===== src/rtl/fifo_write_arbiter.sv =====
// Round-robin arbiter that lets NUM_REQ requesters share a single FIFO write port.
// Each grant costs one idle arbitration cycle and lasts for at most MAX_BURST words.
module fifo_write_arbiter #(
    parameter int NUM_REQ   = 4,
    parameter int DATA_W    = 32,
    parameter int MAX_BURST = 4
) (
    input  logic                      clk,
    input  logic                      rst_n,
    input  logic [NUM_REQ-1:0]        req_valid,
    input  logic [NUM_REQ*DATA_W-1:0] req_data,
    output logic [NUM_REQ-1:0]        req_ready,
    input  logic                      fifo_full,
    output logic                      fifo_wr_en,
    output logic [DATA_W-1:0]         fifo_wr_data,
    output logic [2:0]                grant_id,
    output logic                      busy,
    output logic [15:0]               xfer_count
);

    typedef enum logic {
        IDLE,
        GRANT
    } state_t;

    state_t            state;
    logic [2:0]        owner;
    logic [2:0]        last_owner;
    logic [3:0]        burst_cnt;
    logic [3:0]        burst_next;
    logic [2:0]        pick;
    logic              pick_found;
    logic [3:0]        cand;
    logic              xfer;
    logic [7:0]        valid_ext;
    logic [DATA_W-1:0] data_arr [8];

    // Widen the requester lanes to eight so a 3-bit index is always in range.
    for (genvar i = 0; i < 8; i++) begin : g_lane
        if (i < NUM_REQ) begin : g_used
            assign valid_ext[i] = req_valid[i];
            assign data_arr[i]  = req_data[i*DATA_W +: DATA_W];
        end else begin : g_unused
            assign valid_ext[i] = 1'b0;
            assign data_arr[i]  = '0;
        end
    end

    // Rotating search that starts just after the previous owner.
    always_comb begin
        pick       = '0;
        pick_found = 1'b0;
        cand       = '0;
        for (int k = 1; k <= NUM_REQ; k++) begin
            cand = {1'b0, last_owner} + 4'(k);
            if (cand >= 4'(NUM_REQ)) begin
                cand = cand - 4'(NUM_REQ);
            end
            if (!pick_found && valid_ext[cand[2:0]]) begin
                pick       = cand[2:0];
                pick_found = 1'b1;
            end
        end
    end

    assign xfer       = (state == GRANT) && valid_ext[owner] && !fifo_full;
    assign burst_next = burst_cnt + 4'd1;

    // The write path is combinational so an accepted word reaches the FIFO in the same cycle.
    always_comb begin
        req_ready    = '0;
        fifo_wr_en   = xfer;
        fifo_wr_data = xfer ? data_arr[owner] : '0;
        if (state == GRANT && !fifo_full) begin
            req_ready = {{(NUM_REQ-1){1'b0}}, 1'b1} << owner;
        end
    end

    always_ff @(posedge clk or negedge rst_n) begin
        if (!rst_n) begin
            state      <= IDLE;
            owner      <= '0;
            last_owner <= 3'(NUM_REQ - 1);
            burst_cnt  <= '0;
            xfer_count <= '0;
            grant_id   <= '0;
            busy       <= 1'b0;
        end else begin
            case (state)
                IDLE: begin
                    if (pick_found) begin
                        state     <= GRANT;
                        owner     <= pick;
                        burst_cnt <= '0;
                        grant_id  <= pick;
                        busy      <= 1'b1;
                    end
                end
                GRANT: begin
                    // A stalled FIFO neither moves data nor uses up the burst allowance.
                    if (xfer) begin
                        xfer_count <= xfer_count + 16'd1;
                        burst_cnt  <= burst_next;
                        if (burst_next == 4'(MAX_BURST)) begin
                            state      <= IDLE;
                            last_owner <= owner;
                            grant_id   <= '0;
                            busy       <= 1'b0;
                        end
                    end else if (!valid_ext[owner]) begin
                        state      <= IDLE;
                        last_owner <= owner;
                        grant_id   <= '0;
                        busy       <= 1'b0;
                    end
                end
            endcase
        end
    end

endmodule


===== config.mk =====
export PLATFORM = sky130hd
export DESIGN_NAME = fifo_write_arbiter
export DESIGN_NICKNAME = d
export VERILOG_FILES = /design/src/rtl/fifo_write_arbiter.sv
export SDC_FILE = /design/constraint.sdc
export NUM_CORES = 1
export LEC_CHECK = 0
export ABC_CLOCK_PERIOD_IN_PS = 3150
export CAP_MARGIN = 20
export CORE_UTILIZATION = 36
export CTS_BUF_LIST = sky130_fd_sc_hd__clkbuf_4
export CTS_CLUSTER_DIAMETER = 150
export DETAILED_ROUTE_END_ITERATION = 8
export PLACE_DENSITY = 0.84
export RECOVER_POWER = 100
export REMOVE_ABC_BUFFERS = 1
export SLEW_MARGIN = 20
export SYNTH_ARGS = -nofsm -noshare
export SYNTH_HDL_FRONTEND = slang
export SYNTH_SLANG_ARGS = --single-unit

===== constraint.sdc =====
create_clock -name clk -period 3.15 [get_ports clk]
set_input_delay 0.63 -clock clk [delete_from_list [all_inputs] [get_ports clk]]
set_output_delay 0.63 -clock clk [all_outputs]
set_load 0.02 [all_outputs]

Word-level counts from Yosys, hierarchy flattened:

Index checks and enable logic that the tools add are counted.

* bits in registers: 31
* input port bits: 135
* output and inout port bits: 57
* word-level logic and storage cells: 100

* $add $sub $neg: 10
* $lt $le $gt $ge: 10
* eq/ne operators: 7
* shift-type cells: 1
* muxes and demuxes: 48
* bitwise logic cells: 2
* reduce and logical (&&, ||, !) cells: 15

Operator list (number)
* binary-select mux 32 bit (select 3 bit): 1
* 2-to-1 mux 32 bit: 3
* 2-to-1 mux 3 bit: 15
* less-than comparator 3 x 4 -> 1 bit, second input constant: 5
* 2-to-1 mux 1 bit: 17
* adder 16 x 1 -> 16 bit, second input constant: 1
* greater-or-equal comparator 4 x 3 -> 1 bit, second input constant: 4
* binary-select mux 1 bit (select 3 bit): 5
* 2-to-1 mux 4 bit: 3
* subtractor 3 bit, second input constant: 4
* adder 3 x 2 -> 4 bit, second input constant: 2
* one-hot mux 4 bit (2 select lines): 1
* logical AND 1 bit: 6
* one-hot mux 3 bit (2 select lines): 1
* AND reduction 2 bit: 3
* AND reduction 3 bit: 2
* adder 3 x 1 -> 4 bit, second input constant: 1
* adder 3 x 3 -> 4 bit, second input constant: 1
* adder 4 x 1 -> 4 bit, second input constant: 1
* == test 4 x 3 -> 1 bit, second input constant: 1
* greater-or-equal comparator 4 bit, second input constant: 1
* zero test 1 bit: 4
* inequality test 2 x 1 -> 1 bit, second input constant: 2
* inequality test 2 bit, second input constant: 2
* other kinds (6): 7

Logic depth before layout (Yosys ltp):

* depth after elaboration: 17
* mapped depth: 8
* depth with buffers taken out: 7

Least setup slack after synthesis:

OpenSTA, ideal clock, no wires.

* kind: reg-to-reg
* start point: reg last_owner[0]
* end point: reg owner[1]
* setup time: 0.125 ns
* arrival: 2.445 ns
* required time: 3.025 ns
* setup slack: 0.580 ns
* cell stages (with the launch flop): 9
* buffers on the path: 1
* period minus slack after synthesis: 2.570 ns
* path through: dfstp_2 > buf_2 > inv_1 > ha_1 > mux4_2 > a21oi_2 > o2111ai_2 > o21a_4 > mux2_4

* cells in the longest elaborated chain, start to end: 16
* elaborated cells between the ends (all ways): 39
* classes of those cells: 8 x add/sub; 4 x order compare; 20 x mux; 7 x reduce/logical

Ends and longest elaborated chain
* from (decl): RTL line 28 `logic [2:0] last_owner;`
* from (signal assigned): RTL line 83 `last_owner <= 3'(NUM_REQ - 1);`
* from (signal assigned): RTL line 106 `last_owner <= owner;`
* from (signal assigned): RTL line 112 `last_owner <= owner;`
* adder 3 x 1 -> 4 bit: RTL line 55 `cand = {1'b0, last_owner} + 4'(k);`
* greater-or-equal comparator 4 x 3 -> 1 bit / subtractor 3 bit (equally long branches): RTL line 56, 57
* 2-to-1 mux 3 bit: RTL line 56 `if (cand >= 4'(NUM_REQ)) begin`
* binary-select mux 1 bit (select 3 bit): RTL line 59 `if (!pick_found && valid_ext[cand[2:0]]) begin`
* 2-to-1 mux 1 bit (not written as such): RTL line 59
* 2-to-1 mux 1 bit: RTL line 59
* zero test 1 bit: RTL line 59
* logical AND 1 bit: RTL line 59
* 2-to-1 mux 1 bit: RTL line 59
* zero test 1 bit: RTL line 59
* logical AND 1 bit: RTL line 59
* 2-to-1 mux 1 bit: RTL line 59
* zero test 1 bit: RTL line 59
* logical AND 1 bit: RTL line 59
* 2-to-1 mux 1 bit: RTL line 59
* AND reduction 2 bit (no source line)
* to (signal assigned): RTL line 93 `owner <= pick;`
* to (decl): RTL line 27 `logic [2:0] owner;`

Parallel ways exist; a longest one is shown, timed or not. The select of a mux whose other input is x is not followed.
A chain may end at the register's enable or synchronous reset.

Worst setup path after layout:

* start point: in req_valid[2]
* end point: out fifo_wr_data[3]

* cells in the longest elaborated chain, start to end: 5

Ends and longest elaborated chain
* from (decl): RTL line 10 `input logic [NUM_REQ-1:0] req_valid,`
* binary-select mux 1 bit (select 3 bit): RTL line 66 `assign xfer = (state == GRANT) && valid_ext[owner] && !fifo_full;`
* 2-to-1 mux 1 bit (not written as such): RTL line 66
* logical AND 1 bit (2 in a row): RTL line 66
* 2-to-1 mux 32 bit: RTL line 73 `fifo_wr_data = xfer ? data_arr[owner] : '0;`
* to (decl): RTL line 15 `output logic [DATA_W-1:0] fifo_wr_data,`

No other way between the ends. The select of a mux whose other input is x is not followed.

==> qor.yml <==
synthesis:
  seq_area_frac_synth_pct: 28.7
  synth_cells: 246
  synth_ff_type: "dfrtp_1"
  yosys.area_share.xor_xnor_pct: 5.16
  synth_async_sr_flop_share_pct: 100
  yosys.area_share.simple_pct: 19.6
  synth_edf_count: 0
  avgSynthCellArea_sq_um: 11.0
  yosysUniqueCellTypes: 48
  synth_top_family_by_area: "multiplexers"
  synthesis.area_sq_um: 2710
  synthMuxAreaShare_pct: 32.3
  synth_fa_ha_area_share_pct: 2.31
  synth_compound_area_share_pct: 8.53
  yosys_warnings: 0
  ys_ff_latch: 31
routing:
  highest-signal-layer: "met4"
  vias: 2931
  met3WireLength_um: 898
  dr.pass1.iters: 4
  drc: 0
  vias_per_cell: 5.39
  wl_per_cell_um: 18.4
  final_antenna_net_count: 0
  drt-initial-drc-count: 96
  routed_wirelength_um: 10000
  dr_wl_met2_um: 5240
  m1WireLength_um: 3430
floorplan:
  io_pins: 192
  dieArea_sq_um: 7890
  die-height_um: 88.8
  std_cell_rows: 31
  die_width_um: 88.8
  core_area_sq_um: 7250
  initial_core_util_pct: 37.4
power_and_ir_drop:
  p_leak_nw: 2.06
  max-vdd-ir-drop_mv: 0.409
  power_mw: 3.08
  p_per_area_nw_per_um2: 637
sta:
  final.setup_skew_ns: 0.0103
  rsz0062_at_grt: "false"
  fmax_mhz: 324
  setup_violations: 0
  fin_crit_ns: 3.09
  maxSlewHeadroom_pct: 53.8
  worstMarginPinSlew_ns: 0.690
  finalMaxSlewViolations: 0
  fin_ws_ns: 0.0598
  hold_viol: 0
  totalNegativeSetupSlack_ns: 0
  holdWs_ns: 0.486
  finalCritPeriodShare_pct: 98.1
clocking:
  cts_buffers: 5
  clkLatencyLatePin_ns: 0.33
  cts_root_buffer: "clkbuf_4"
  clk_path_buf_depth: 2
  clock-sinks: 31
  clk_pin_slew_ns: 0.09
  htree_levels: 2
  cts_tree: "yes"
final_layout:
  fin_nets: 584
  area_growth_pct: 78.3
  drive_above_1_share_pct: 13.9
  nFillCells: 577
  diodes: 0
  stdcell_area_sq_um: 4840
hold_path:
  min_path_type: "reg2reg"
setup_path:
  cp.arrival_ns: 2.46
  cp-start-kind: "primary input"
  regToRegSetupSlack_ns: 0.39
  endpoint_kind: "output port"
  path_class: "in2out"
  cp_max_fo: 35
  cp.required_ns: 2.52
global_route:
  grt_pass1_wl_um: 15000
  grtUsageTotal_pct: 25.3
  grt_pass1_vias: 2944
  grt_overflow_total: 0
  grt_max_degree: 38
  antenna_found_initial: 0
placed_design:
  gp_congestion: 0.929
  io_buffers: 191
  placedInstanceArea_sq_um: 4840
  hpwl_um: 8090
  place_ws_ns: 0.0498
outcome:
  outcome: "complete, no violations"
flow_run:
  cap_violations: 0
-- synthesized netlist by cell type (2+ instances only) --
cell | number | share of area, %
mux2_2 | 4 | 1.7
nand2_1 | 22 | 3.0
ha_1 | 5 | 2.3
mux4_2 | 34 | 28
a21o_1 | 2 | 0.55
clkbuf_1 | 10 | 1.4
and3_1 | 37 | 8.5
dfrtp_1 | 29 | 27
buf_2 | 3 | 0.55
nand2b_1 | 2 | 0.46
inv_1 | 6 | 0.83
a211oi_1 | 2 | 0.55
nand4_1 | 3 | 0.69
nor2_1 | 7 | 0.97
xnor2_1 | 14 | 4.5
and2_1 | 2 | 0.46
a22o_1 | 3 | 0.97
nand3_1 | 12 | 2.2
mux2i_1 | 5 | 1.8
xor2_1 | 2 | 0.65
o21ai_0 | 8 | 1.5
dfstp_2 | 2 | 1.9
nor2b_1 | 7 | 1.6
-- routing by layer --
layer	vias up	track usage, %
li1	1346	-
met5	-	0
met4	0	15.0
met1	1431	26.8
met2	122	44.8
met3	32	6.90
-- final timing paths --
kind                                           startpoint                        end  cells past startpoint
worst min-delay path                     busy$_DFFE_PN0P_           busy$_DFFE_PN0P_                      1
worst max register to register  last_owner[1]$_DFFE_PN1P_       owner[1]$_DFFE_PN0P_                      7
max in group asynchronous                           rst_n  last_owner[1]$_DFFE_PN1P_                      2
min in group asynchronous                           rst_n  xfer_count[8]$_DFFE_PN0P_                      1
worst min register to register           busy$_DFFE_PN0P_           busy$_DFFE_PN0P_                      1
worst max-delay path                         req_valid[2]            fifo_wr_data[3]                      5
-- registers in the layout (all words and copies together), names as in the netlist --
signal and flops:
xfer_count 16, burst_cnt 4, grant_id 3, last_owner 3
owner 3, busy 1, state 1
-- through the flow --
| stage | utilization, % | cells |
|---|---|---|
| after floorplan | - | 231 |
| after global placement | 66.7 | 536 |
| after detailed placement | 66.7 | 536 |
| after CTS | 67.5 | 544 |
| after global routing | 66.7 | 544 |
| final | 66.7 | 544 |
-- kinds of logic after synthesis --
logic type,count (synthesis)
AND/OR/NAND/NOR,98
XOR/XNOR,16
flip-flops,31
buffers and inverters,22
multiplexers,44
AO/OA/AOI/OAI,30
adder cells (fa/ha/maj),5
-- cell usage in the layout, fill, tap and decap left out, types with 8 or more instances in the layout --
cell             netlist  routed
nand2_1               22      23
and3_1                37      37
dfrtp_1               29      28
nand3_1               12      12
o21ai_0                8       8
mux4_2                34      34
clkdlybuf4s50_1        0     164
dlygate4sd3_1          0      24
xnor2_1               14      14
buf_4                  0       8
-- final cells by class --
class                      instances  area [sq um]  share of cell area [%]
tap                               99           124                    2.56
sequential                        31           779                    16.1
clock buffer                       7          52.6                    1.09
multi-input combinational        193          1820                    37.7
timing repair buffer             206          2030                    41.9
inverter                           7          26.3                   0.543
clock inverter                     1          5.00                   0.103
-- power breakdown --
part | switching (mW) | internal (mW)
registers | 0.126 | 0.501
clock network | 0.126 | 0.104
logic | 1.04 | 1.18
-- what timing repair did --
item / 4_1_cts / 5_1_grt
hold buffers: 0 / 0
resized for setup: 0 / 3
hold endpoints to repair: 0 / 0
setup endpoints to repair: 0 / 3
setup buffers: 0 / 0
-- critical path: stages --
cell and delay, ns:
clkdlybuf4s50_1 0.43, mux4_2 0.50, buf_12 0.19, and3_1 0.15, clkdlybuf4s50_1 0.55
Power figures use the tool's default switching activity.
==> RTL change: new RTL, config.mk and constraints unchanged <==
Register the output `xfer_count` once more, with the module's reset; this adds one clock of latency there. The other outputs are not delayed to match.
--- a/src/rtl/fifo_write_arbiter.sv
+++ b/src/rtl/fifo_write_arbiter.sv
@@ -23,4 +23,6 @@
         GRANT
     } state_t;
+
+    logic [15:0] xfer_count_s0;
 
     state_t            state;
@@ -83,5 +85,5 @@
             last_owner <= 3'(NUM_REQ - 1);
             burst_cnt  <= '0;
-            xfer_count <= '0;
+            xfer_count_s0 <= '0;
             grant_id   <= '0;
             busy       <= 1'b0;
@@ -100,5 +102,5 @@
                     // A stalled FIFO neither moves data nor uses up the burst allowance.
                     if (xfer) begin
-                        xfer_count <= xfer_count + 16'd1;
+                        xfer_count_s0 <= xfer_count_s0 + 16'd1;
                         burst_cnt  <= burst_next;
                         if (burst_next == 4'(MAX_BURST)) begin
@@ -119,4 +121,12 @@
     end
 
+    always_ff @(posedge clk or negedge rst_n) begin
+        if (!rst_n) begin
+            xfer_count <= '0;
+        end else begin
+            xfer_count <= xfer_count_s0;
+        end
+    end
+
 endmodule
 
Formal check against the unedited RTL: not equivalent (a bounded check fails within 4 cycles, from zero or initial values and one cycle with rst_n low).
==> RTL change against the unedited design <==
- the run now ends with capacitance limit, slew limit left
- wire length up 9.6%
- critical path depth stayed put
- worst setup slack lost 0.0094 ns
- sequential cell count grew 16
- total power up 9.6%
- area after synthesis increased by 16%
- count of clock-buffer cells in the layout fell by 2
- cell area increased by 5.6%
- clock skew increased by 0.00098 ns
- critical endpoint is now fifo_wr_data[25]
- largest cell class unchanged
==> RTL change: results (changes against the unedited design) <==
| Metric | Value |
|---|---|
| Max_cap viols | 1 (+1) |
| Placed cell count | 555 (+3.5%) |
| Proportion of netlist area held by the largest area contributor | 35.80% (+7.6 points) |
| Gpl congestion | 0.8072 (-13%) |
| Switching Power | 1.406 mW (+8.7%) |
| Hold_sp | xfer_count_s0[15] |
| Layout cells sized above 1 | 13.57% (-0.37 points) |
| Buffer share of cell area | 36.37% (-5.5 points) |
| Dpl hpwl | 8755 µm (+8.2%) |
| Pleak | 2.188 nW (+6.4%) |
| Register area share after synthesis | 37.47% (+8.8 points) |
| Number of global-route vias before repair | 3,175 (+7.8%) |
| Top Registers | xfer_count: 16 flops, xfer_count_s0: 16 flops, burst_cnt: 4 flops |
| Clk sink count | 47 (+52%) |
| Clock Latency Late Sink | 0.37 ns (+0.04 ns) |
| Seq/total area | 23.10% (+7.0 points) |
| DR WL met2 | 5808 µm (+11%) |
| DR WL met3 | 729 µm (-19%) |
| Slew Viols, Final | 48 (+48) |
| Vias per cell | 5.443 (+1.0%) |
| Avg Cell Area, Syn | 11.87 µm² (+7.6%) |
| Final instance area | 0.005109 mm² (+5.6%) |
| #MultiIn Comb | 192 (-0.52%) |
| Synth cell types | 45 (-6.3%) |
| Fill cells | 697 (+21%) |
| Clock Skews | 0.01130 ns (+0.0009773 ns) |
| Drt initial violations | 150 (+56%) |
| Fin Hold WS | 0.4174 ns (-0.06893 ns) |
| Final WL | 10,980 µm (+9.6%) |
| Non-clk bufs | 202 (-1.9%) |
| Peak VDD IR | 322.1 µV (-21%) |
| GRT met2 Usage | 44.17% (-0.59 points) |
| Inverter count | 9 (+2) |
| Reg-to-Reg End | owner[0] |
| First-pass GRT wire length | 16,930 µm (+13%) |
| FF-to-FF setup slack | 0.24 ns (-0.15 ns) |
| Die width | 95.48 µm (+7.5%) |
| WHS Endpoint | xfer_count[15] |
| Area contributors post-synth | dfrtp_1 (36%), mux4_2 (25%), and3_1 (7.2%), xnor2_1 (3.6%), nand2_1 (2.5%) |
| Clock-cell share of area | 1.470% (+0.28 points) |
| Power Density | 661.2 mW/mm² (+3.8%) |
| Flop pwr share | 26.5% (+6.1 points) |
| Place WS | 0.03322 ns (-0.01658 ns) |
| List of most frequent post-synthesis cells | dfrtp_1 (45), and3_1 (36), mux4_2 (35), nand2_1 (21), xnor2_1 (13) |
| WHS Path Cells | 0 (-1) |
| Failing checks | capacitance limit, slew limit |
| Outcome | finished, violations left |
| Maximum number of pins on one net before global-route repair | 48 (+26%) |
## RTL change: cell families after synthesis
group                    Yosys count  synth area share, %
AND/OR/NAND/NOR                   97                16.87
flip-flops                        47                37.47
multiplexers                      42                27.29
AO/OA/AOI/OAI                     32                8.313
buffers and inverters             26                3.620
XOR/XNOR                          16                4.455
adder cells (fa/ha/maj)            5                1.989
## RTL change: critical path: stages
cell	delay [ns]
clkdlybuf4s50_1	0.43
mux4_2	0.53
buf_12	0.19
and3_1	0.15
clkdlybuf4s50_1	0.53
## RTL change: how the worst max path moves through the flow
stage | start | to | slack [ns] | cells after the start
6_report | req_valid[3] | fifo_wr_data[25] | 0.05 | 5
5_1_grt | req_valid[3] | fifo_wr_data[25] | 0.002 | 5
3_5_place_dp | req_valid[3] | fifo_wr_data[5] | 0.03 | 5
4_1_cts | req_valid[3] | fifo_wr_data[5] | 0.02 | 5
2_1_floorplan | owner[0] | fifo_wr_en | -0.09 | 3
3_3_place_gp | req_valid[3] | fifo_wr_data[5] | 0.07 | 5
